$ cat src/rtl/common.sv
`default_nettype none
// ============================================================================
//  Module      : common (package)
//  Description : Shared execute-stage types and constants for the
//                multicycle divider.
//  Revision    : 1.0  initial release
// ============================================================================
package common;

    // One quotient bit is produced per iteration of the 64-bit datapath.
    localparam int DIV_ITERS = 64;

    typedef enum logic [1:0] {
        IDLE  = 2'd0,
        DOING = 2'd1,
        FIN   = 2'd2
    } div_state_t;

    // Operation flags as decoded from the DIV/REM family.
    typedef struct packed {
        logic is_signed;
        logic is_rem;
        logic is_word;
    } div_op_t;

endpackage
`default_nettype wire

$ cat src/rtl/div_sign_fixup.sv
`default_nettype none
// ============================================================================
//  Module      : div_sign_fixup
//  Description : Selects quotient or remainder, restores the sign of signed
//                ops and sign-extends the 32-bit result of word ops.
//  Revision    : 1.0  initial release
// ============================================================================
module div_sign_fixup
    import common::*;
(
    input  logic [63:0] quot,
    input  logic [63:0] rem,
    input  logic        sign_q,
    input  logic        sign_r,
    input  div_op_t     op,
    output logic [63:0] c
);

    logic [63:0] w_sel;
    logic        w_neg;
    logic [63:0] w_val;

    // Choose the result, negate it when the magnitude algorithm lost its sign,
    // then sign-extend bit 31 for word ops (unsigned word ops included).
    always_comb begin
        w_sel = op.is_rem ? rem : quot;
        w_neg = op.is_signed & (op.is_rem ? sign_r : sign_q);
        w_val = w_neg ? (64'd0 - w_sel) : w_sel;
        c     = op.is_word ? {{32{w_val[31]}}, w_val[31:0]} : w_val;
    end

endmodule
`default_nettype wire

$ cat src/rtl/divider_multicycle.sv
`default_nettype none
// ============================================================================
//  Module      : divider_multicycle
//  Description : Radix-2 restoring 64-bit divider for RV64M DIV/REM and their
//                W variants. One quotient bit per cycle; divide-by-zero and
//                signed overflow finish in a single cycle.
//  Revision    : 1.0  initial release
// ============================================================================
module divider_multicycle
    import common::*;
(
    input  logic        clk,
    input  logic        reset,
    input  logic        valid,
    input  logic        is_signed,
    input  logic        is_rem,
    input  logic        is_word,
    input  logic [63:0] a,
    input  logic [63:0] b,
    output logic        done,
    output logic [63:0] c
);

    localparam logic [5:0]  c_LAST_COUNT = 6'(DIV_ITERS - 1);
    localparam logic [63:0] c_MIN_64     = 64'h8000_0000_0000_0000;
    localparam logic [63:0] c_MIN_32SX   = 64'hFFFF_FFFF_8000_0000;

    div_state_t  r_state;
    div_state_t  w_state_next;
    logic [5:0]  r_count;
    logic [63:0] r_rem;
    logic [63:0] r_dvd;      // dividend shifts out, quotient shifts in
    logic [63:0] r_dvsr;
    logic        r_sign_q;
    logic        r_sign_r;
    div_op_t     r_op;
    logic [63:0] r_c;

    div_op_t     w_op;
    logic [63:0] w_a_eff;
    logic [63:0] w_b_eff;
    logic [63:0] w_a_abs;
    logic [63:0] w_b_abs;
    logic        w_div_zero;
    logic        w_ovf;
    logic        w_special;
    logic [64:0] w_rem_sh;
    logic [64:0] w_trial;
    logic        w_qbit;
    logic [63:0] w_fix;

    // Operand preparation: word extraction/extension, magnitudes, special cases.
    always_comb begin
        w_op.is_signed = is_signed;
        w_op.is_rem    = is_rem;
        w_op.is_word   = is_word;
        if (is_word) begin
            w_a_eff = is_signed ? {{32{a[31]}}, a[31:0]} : {32'd0, a[31:0]};
            w_b_eff = is_signed ? {{32{b[31]}}, b[31:0]} : {32'd0, b[31:0]};
        end else begin
            w_a_eff = a;
            w_b_eff = b;
        end
        // Most-negative operand negates to itself and is then used unsigned.
        w_a_abs    = (is_signed && w_a_eff[63]) ? (64'd0 - w_a_eff) : w_a_eff;
        w_b_abs    = (is_signed && w_b_eff[63]) ? (64'd0 - w_b_eff) : w_b_eff;
        w_div_zero = (w_b_eff == 64'd0);
        w_ovf      = is_signed && (w_b_eff == {64{1'b1}}) &&
                     (w_a_eff == (is_word ? c_MIN_32SX : c_MIN_64));
        w_special  = w_div_zero | w_ovf;
    end

    // One restoring step; the shifted remainder needs 65 bits for unsigned
    // divisors with the top bit set.
    always_comb begin
        w_rem_sh = {r_rem, r_dvd[63]};
        w_trial  = w_rem_sh - {1'b0, r_dvsr};
        w_qbit   = ~w_trial[64];
    end

    div_sign_fixup u_fixup (
        .quot   (r_dvd),
        .rem    (r_rem),
        .sign_q (r_sign_q),
        .sign_r (r_sign_r),
        .op     (r_op),
        .c      (w_fix)
    );

    // State register.
    always_ff @(posedge clk) begin
        if (reset) r_state <= IDLE;
        else       r_state <= w_state_next;
    end

    // Next-state logic and the Moore done output.
    always_comb begin
        w_state_next = r_state;
        done         = 1'b0;
        case (r_state)
            IDLE:    if (valid) w_state_next = w_special ? FIN : DOING;
            DOING:   if (r_count == c_LAST_COUNT) w_state_next = FIN;
            FIN: begin
                done         = 1'b1;
                w_state_next = IDLE;
            end
            default: w_state_next = IDLE;
        endcase
    end

    // Datapath: operand capture, iteration and result hold.
    always_ff @(posedge clk) begin
        if (reset) begin
            r_count  <= 6'd0;
            r_rem    <= 64'd0;
            r_dvd    <= 64'd0;
            r_dvsr   <= 64'd0;
            r_sign_q <= 1'b0;
            r_sign_r <= 1'b0;
            r_op     <= '0;
            r_c      <= 64'd0;
        end else begin
            case (r_state)
                IDLE: begin
                    if (valid) begin
                        r_op    <= w_op;
                        r_count <= 6'd0;
                        r_dvsr  <= w_b_abs;
                        if (w_div_zero) begin
                            // Results are preloaded raw; the fixup only extends.
                            r_dvd    <= {64{1'b1}};
                            r_rem    <= w_a_eff;
                            r_sign_q <= 1'b0;
                            r_sign_r <= 1'b0;
                        end else if (w_ovf) begin
                            r_dvd    <= w_a_eff;
                            r_rem    <= 64'd0;
                            r_sign_q <= 1'b0;
                            r_sign_r <= 1'b0;
                        end else begin
                            r_dvd    <= w_a_abs;
                            r_rem    <= 64'd0;
                            r_sign_q <= is_signed & (w_a_eff[63] ^ w_b_eff[63]);
                            r_sign_r <= is_signed & w_a_eff[63];
                        end
                    end
                end
                DOING: begin
                    r_rem   <= w_qbit ? w_trial[63:0] : w_rem_sh[63:0];
                    r_dvd   <= {r_dvd[62:0], w_qbit};
                    r_count <= r_count + 6'd1;
                end
                FIN:     r_c <= w_fix;
                default: ;
            endcase
        end
    end

    // The result is live during FIN and held afterwards.
    assign c = (r_state == FIN) ? w_fix : r_c;

endmodule
`default_nettype wire

$ cat config.mk
export PLATFORM = sky130hd
export DESIGN_NAME = divider_multicycle
export DESIGN_NICKNAME = d
export VERILOG_FILES = /design/src/rtl/common.sv /design/src/rtl/div_sign_fixup.sv /design/src/rtl/divider_multicycle.sv
export SDC_FILE = /design/constraint.sdc
export NUM_CORES = 1
export LEC_CHECK = 0
export CAP_MARGIN = 20
export CORE_MARGIN = 10
export CORE_UTILIZATION = 45
export CTS_BUF_LIST = sky130_fd_sc_hd__clkbuf_16
export CTS_CLUSTER_SIZE = 16
export DETAILED_ROUTE_END_ITERATION = 10
export HOLD_SLACK_MARGIN = 0.1
export SLEW_MARGIN = 20
export SYNTH_ARGS = -nofsm -noshare
export SYNTH_HDL_FRONTEND = slang
export SYNTH_SLANG_ARGS = --single-unit
$ cat constraint.sdc
create_clock -name clk -period 17.03 [get_ports clk]
set_input_delay 2.5545 -clock clk [delete_from_list [all_inputs] [get_ports clk]]
set_output_delay 2.5545 -clock clk [all_outputs]
set_load 0.01 [all_outputs]
After elaboration in Yosys (flattened, before gate mapping):

Index checks and enable logic that the tools add are counted.
W data, S select, Z words.

* bits in registers: 269
* logic and storage cells: 70

* $add $sub $neg: 5
* equal/unequal tests: 7
* mux-type cells: 31
* bitwise gates (word level): 6
* reduce and logical (&&, ||, !) cells: 10

Operators by type and width (number)
* $mux W64: 16
* $pmux W64 S2: 2
* $sub A1 B64 Y64 const A: 3
* $sub A65 B64 Y65: 1
* $eq A64 B64 Y1: 1
* $eq A64 B64 Y1 const B: 1
* $logic_not A64 Y1: 1
* $mux W63: 1
* $pmux W6 S2: 1
* $add A6 B1 Y6 const B: 1
* $eq A6 B6 Y1 const B: 1
* $mux W1: 6
* $mux W2: 3
* $mux W6: 1
* $reduce_and A2 Y1: 3
* $logic_and A1 B1 Y1: 4
* $ne A2 B2 Y1 const B: 2
* $pmux W2 S2: 1
* $and A1 B1 Y1: 3
* $eq A2 B1 Y1 const B: 1
* $eq A2 B2 Y1 const B: 1
* $logic_not A2 Y1: 1
* $reduce_bool A2 Y1: 1
* $not A1 Y1: 1
* other kinds (2): 2

Depth between registers and ports, before layout:

* word-level depth: 9
* gate-level depth with buffers: 20

By module:

From an unflattened synthesis, not the netlist that was laid out.

* cells, all modules: 3096
* area, all modules: 22944.5 sq um

Modules (own cells, without submodules)
* divider_multicycle: instances 1, cells each 2588, area each 19299.8 sq um, sequential area each 5385.2 sq um
* div_sign_fixup: instances 1, cells each 508, area each 3644.7 sq um, sequential area each 0.0 sq um

Worst setup path after synthesis:

OpenSTA, ideal clock, no wires.

* path kind: flip-flop to output port
* start point: register r_op[1] in the netlist's numbering
* end point: output port c[54]
* arrival time: 4.650 ns
* data required time: 14.475 ns
* slack: 9.826 ns
* stages on the path, launching flop included: 20
* path buffers: 8
* cell sequence: dfxtp_1 clkbuf_1 clkbuf_1 buf_2 buf_2 buf_2 buf_1 buf_2 mux2i_1 ha_1 inv_1 a221o_1 nor4_1 and2_1 buf_2 nand3_1 o31ai_1 xor2_1 o22ai_1 nor2_1

* longest elaborated chain between the ends: 5

Ends and longest elaborated chain
* start: declaration: line divider_multicycle.sv:36 `div_op_t r_op;`
* start signal: assignment: line divider_multicycle.sv:126 `r_op <= w_op;`
* $mux W64 / $mux W1 (equally long branches): line div_sign_fixup.sv:26, div_sign_fixup.sv:27
* $sub A1 B64 Y64 / $and A1 B1 Y1 (equally long branches): line div_sign_fixup.sv:28, div_sign_fixup.sv:27
* $mux W64 *: line div_sign_fixup.sv:28 `w_val = w_neg ? (64'd0 - w_sel) : w_sel;`
* $mux W64 *: line div_sign_fixup.sv:29 `c = op.is_word ? {{32{w_val[31]}}, w_val[31:0]} : w_val;`
* $mux W64 *
* end: declaration: line divider_multicycle.sv:21 `output logic [63:0] c`

Every way passes the cells marked *; elsewhere a longest branch is shown, timed or not.

Worst setup path after layout:

Ends and elaborated chain as after synthesis.

==> results_dict.tcl <==
set metrics [dict create \
    synth_area_per_cell_um2 7.25 \
    fin_crit_ns 8.43 \
    min_to "r_dvsr[37]" \
    max_freq_ghz 0.119 \
    skew_ns 0.0175 \
    p_total_mw 3.36 \
    clk_pin_slew_ns 0.05 \
    cts_tree "built" \
    fin_tns_setup_ns 0 \
    ff2ff_path_depth 10 \
    clk_latency_ns 0.55 \
    hold_path_class "flip-flop to flip-flop" \
    worst_slew_pin_slew_ns 1.10 \
    drive_gt1_share_pct 5.01 \
    p_switching_mw 1.52 \
    rsz0062_at_grt "no" \
    core-area_um2 47900 \
    finalMaxSlewViolations 0 \
    reg2reg_setup_slack_ns 11.95 \
    drc 0 \
    fin_area_um2 25200 \
    grt_pass1_wl_um 126000 \
    async_flop_share_pct 0 \
    syn_area_um2 21900 \
    leakage_nw 9.19 \
    cts_hold_buf 0 \
    fp.dieH_um 241 \
    drt_iter0_drc 2365 \
    swShare_pct 45.2 \
    critical_path_class "flip-flop to primary output" \
    rows 80 \
    cp.arrival_ns 5.88 \
    p_clk_share_pct 21.2 \
    firstDrtPassIters 8 \
    cts_buffers 34 \
    pwr-share-comb_pct 53.2 \
    antenna_found_initial 1 \
    grt-ovfl-total 0 \
    setup_slack_ns 8.60 \
    crit_path_end_kind "primary output" \
    setup-violations-final 0 \
    wl_per_cell_um 22.5 \
    synth_edf_count 0 \
    status "completed" \
    die_area_um2 58000 \
    hold_start "r_dvsr[37]" \
    cts_sinks 269 \
    cp.required_ns 14.48 \
    ant_nets 0 \
    die_x_um 241 \
    start_util_pct 45.7 \
    htree_levels 2 \
    vias 23080 \
    grt_usage_pct 27.5 \
    maxCapViolCount 0 \
    synth.yosys.seq_area_share_pct 24.6 \
    fin_nets 3278 \
    ys_types 88 \
    worstReg2RegEnd "r_c[53]" \
    place_hpwl_um 64600 \
    post_cts_buffers 0 \
    place_area_um2 24100 \
    p_int_mw 1.84 \
    crit_fanout 69 \
    r2r-start "r_op[1]" \
    ctsResizeCount 0 \
    hold_depth 2 \
    slew_headroom_pct 26.4 \
    preCtsSetupSlack_ns 9.14 \
    cellPowerDensity_nw_per_um2 133 \
    grt_pass1_vias 21262 \
    grt_max_degree 105 \
    synthFlopType "dfxtp_1" \
    io_buffers 198 \
    syn_nets 3229 \
    drt-total-wl_um 83400 \
    yosys_warnings 0 \
    flow.area_growth_from_synthesis_pct 14.9 \
    routabilityCongestion 0.972 \
    io-pin-count 199 \
    cts-root-buf "clkbuf_16" \
    clock_path_buffers 3 \
    p_seq_share_pct 25.6 \
    start_kind "flip-flop" \
    ys_ff_latch 269 \
    min_period_over_period_pct 49.5 \
    hold_violations 0 \
    max-vdd-ir-drop_mv 0.0976 \
    avgViaCountPerCell 6.21 \
    syn-instance-count 3025 \
]
-- worst max-delay path by stage --
stage	start	cells after the start	to	slack, ns
2_1_floorplan	r_op[1]	19	c[54]	9.83
4_1_cts	r_op[1]	10	c[61]	8.55
5_1_grt	r_op[1]	13	c[54]	8.15
3_5_place_dp	r_op[1]	10	c[61]	9.14
6_report	r_op[1]	13	c[54]	8.60
3_3_place_gp	r_op[1]	11	c[53]	9.35
-- cell usage after synthesis, types with 27 or more instances --
cell type | instances | area, um2
o21ai_0 | 166 | 831
a21o_1 | 44 | 330
nand2_1 | 304 | 1140
xor2_1 | 80 | 701
a21oi_1 | 310 | 1550
dfxtp_1 | 269 | 5390
o221ai_1 | 63 | 552
or3_1 | 27 | 169
clkbuf_1 | 171 | 642
a221oi_1 | 32 | 280
nand3_1 | 38 | 190
nor2_1 | 313 | 1170
ha_1 | 69 | 863
o31ai_1 | 38 | 285
a31oi_1 | 51 | 319
nor2b_1 | 59 | 369
nor4_1 | 32 | 200
buf_2 | 28 | 140
mux2i_1 | 72 | 721
inv_1 | 103 | 387
a211oi_1 | 79 | 593
nor3_1 | 125 | 626
xnor2_1 | 145 | 1270
nand4_1 | 48 | 300
-- cell type report --
class,count,area (um2)
clock inverter,21,144
sequential,269,5390
multi-input combinational,2434,15400
tap,615,769
antenna,3,7.51
fill,4791,22700
clock buffer,37,926
timing repair buffer,229,2210
inverter,106,398
-- worst max-delay path, cell delays in order (launching register included) --
cell and delay [ns]:
dfxtp_4 0.86, buf_4 0.69, mux2i_1 0.38, ha_1 0.24
inv_1 0.06, a221o_1 0.34, nor4_1 0.62, and2_1 0.44
nand3_1 0.25, o31ai_1 0.40, xor2_1 0.21, o22ai_1 0.11
nor2_1 0.12, clkdlybuf4s50_1 0.56
-- metrics by stage --
stage | cells | hold WS (ns) | util (%)
floorplan | 3025 | 0.432 | -
global placement | 3653 | 0.442 | 50.3
detailed placement | 3653 | 0.449 | 50.3
CTS | 3711 | 0.457 | 52.5
global route | 3711 | 0.482 | 52.5
finish | 3714 | 0.454 | 52.6
-- power by group through the flow --
stage | clock network [mW] | logic [mW] | registers [mW]
after floorplan | 0 | 1.31 | 0.789
after global placement | 0 | 1.74 | 0.860
after detailed placement | 0 | 1.75 | 0.865
after CTS | 0.722 | 1.76 | 0.851
after global routing | 0.743 | 1.96 | 0.867
final | 0.712 | 1.79 | 0.860
-- kinds of logic after synthesis --
| logic type | after synthesis | synth area share (%) |
|---|---|---|
| simple gates | 1084 | 23.9 |
| compound gates | 949 | 27.8 |
| buf+inv | 322 | 5.70 |
| flops | 269 | 24.6 |
| xor+xnor | 225 | 8.98 |
| mux | 106 | 5.03 |
| fa+ha+maj | 70 | 4.03 |
-- layout by cell type (no fill, tap or decap), types with 21 or more instances in the layout --
master             n
a21oi_1          310
nor2_1           308
nand2_1          302
dfxtp_1          268
clkdlybuf4s50_1  196
o21ai_0          166
xnor2_1          145
nor3_1           125
inv_1            110
xor2_1            80
a211oi_1          78
mux2i_1           72
ha_1              69
o221ai_1          63
nor2b_1           59
a31oi_1           51
nand4_1           48
a21o_1            44
nand3_1           38
o31ai_1           38
clkbuf_16         37
nor4_1            32
a221oi_1          32
buf_4             31
or3_1             27
mux2_2            26
nand2b_1          23
and2_1            21
-- routing by layer --
layer | wire (um) | track usage [%] | part of all wire [%]
met1 | 39800 | 40.4 | 48
met2 | 34600 | 40.4 | 42
met3 | 6400 | 3.70 | 7.7
met4 | 2550 | 9.16 | 3.1
met5 | 13 | 0 | 0.016
-- flip-flops by register name (all words and copies together) (netlist names) --
register	flops
r_sign_r	1
r_rem	64
r_count	6
r_c	64
r_op	3
r_state	2
r_dvd	64
r_dvsr	64
r_sign_q	1
(Power assumes the default switching activity.)
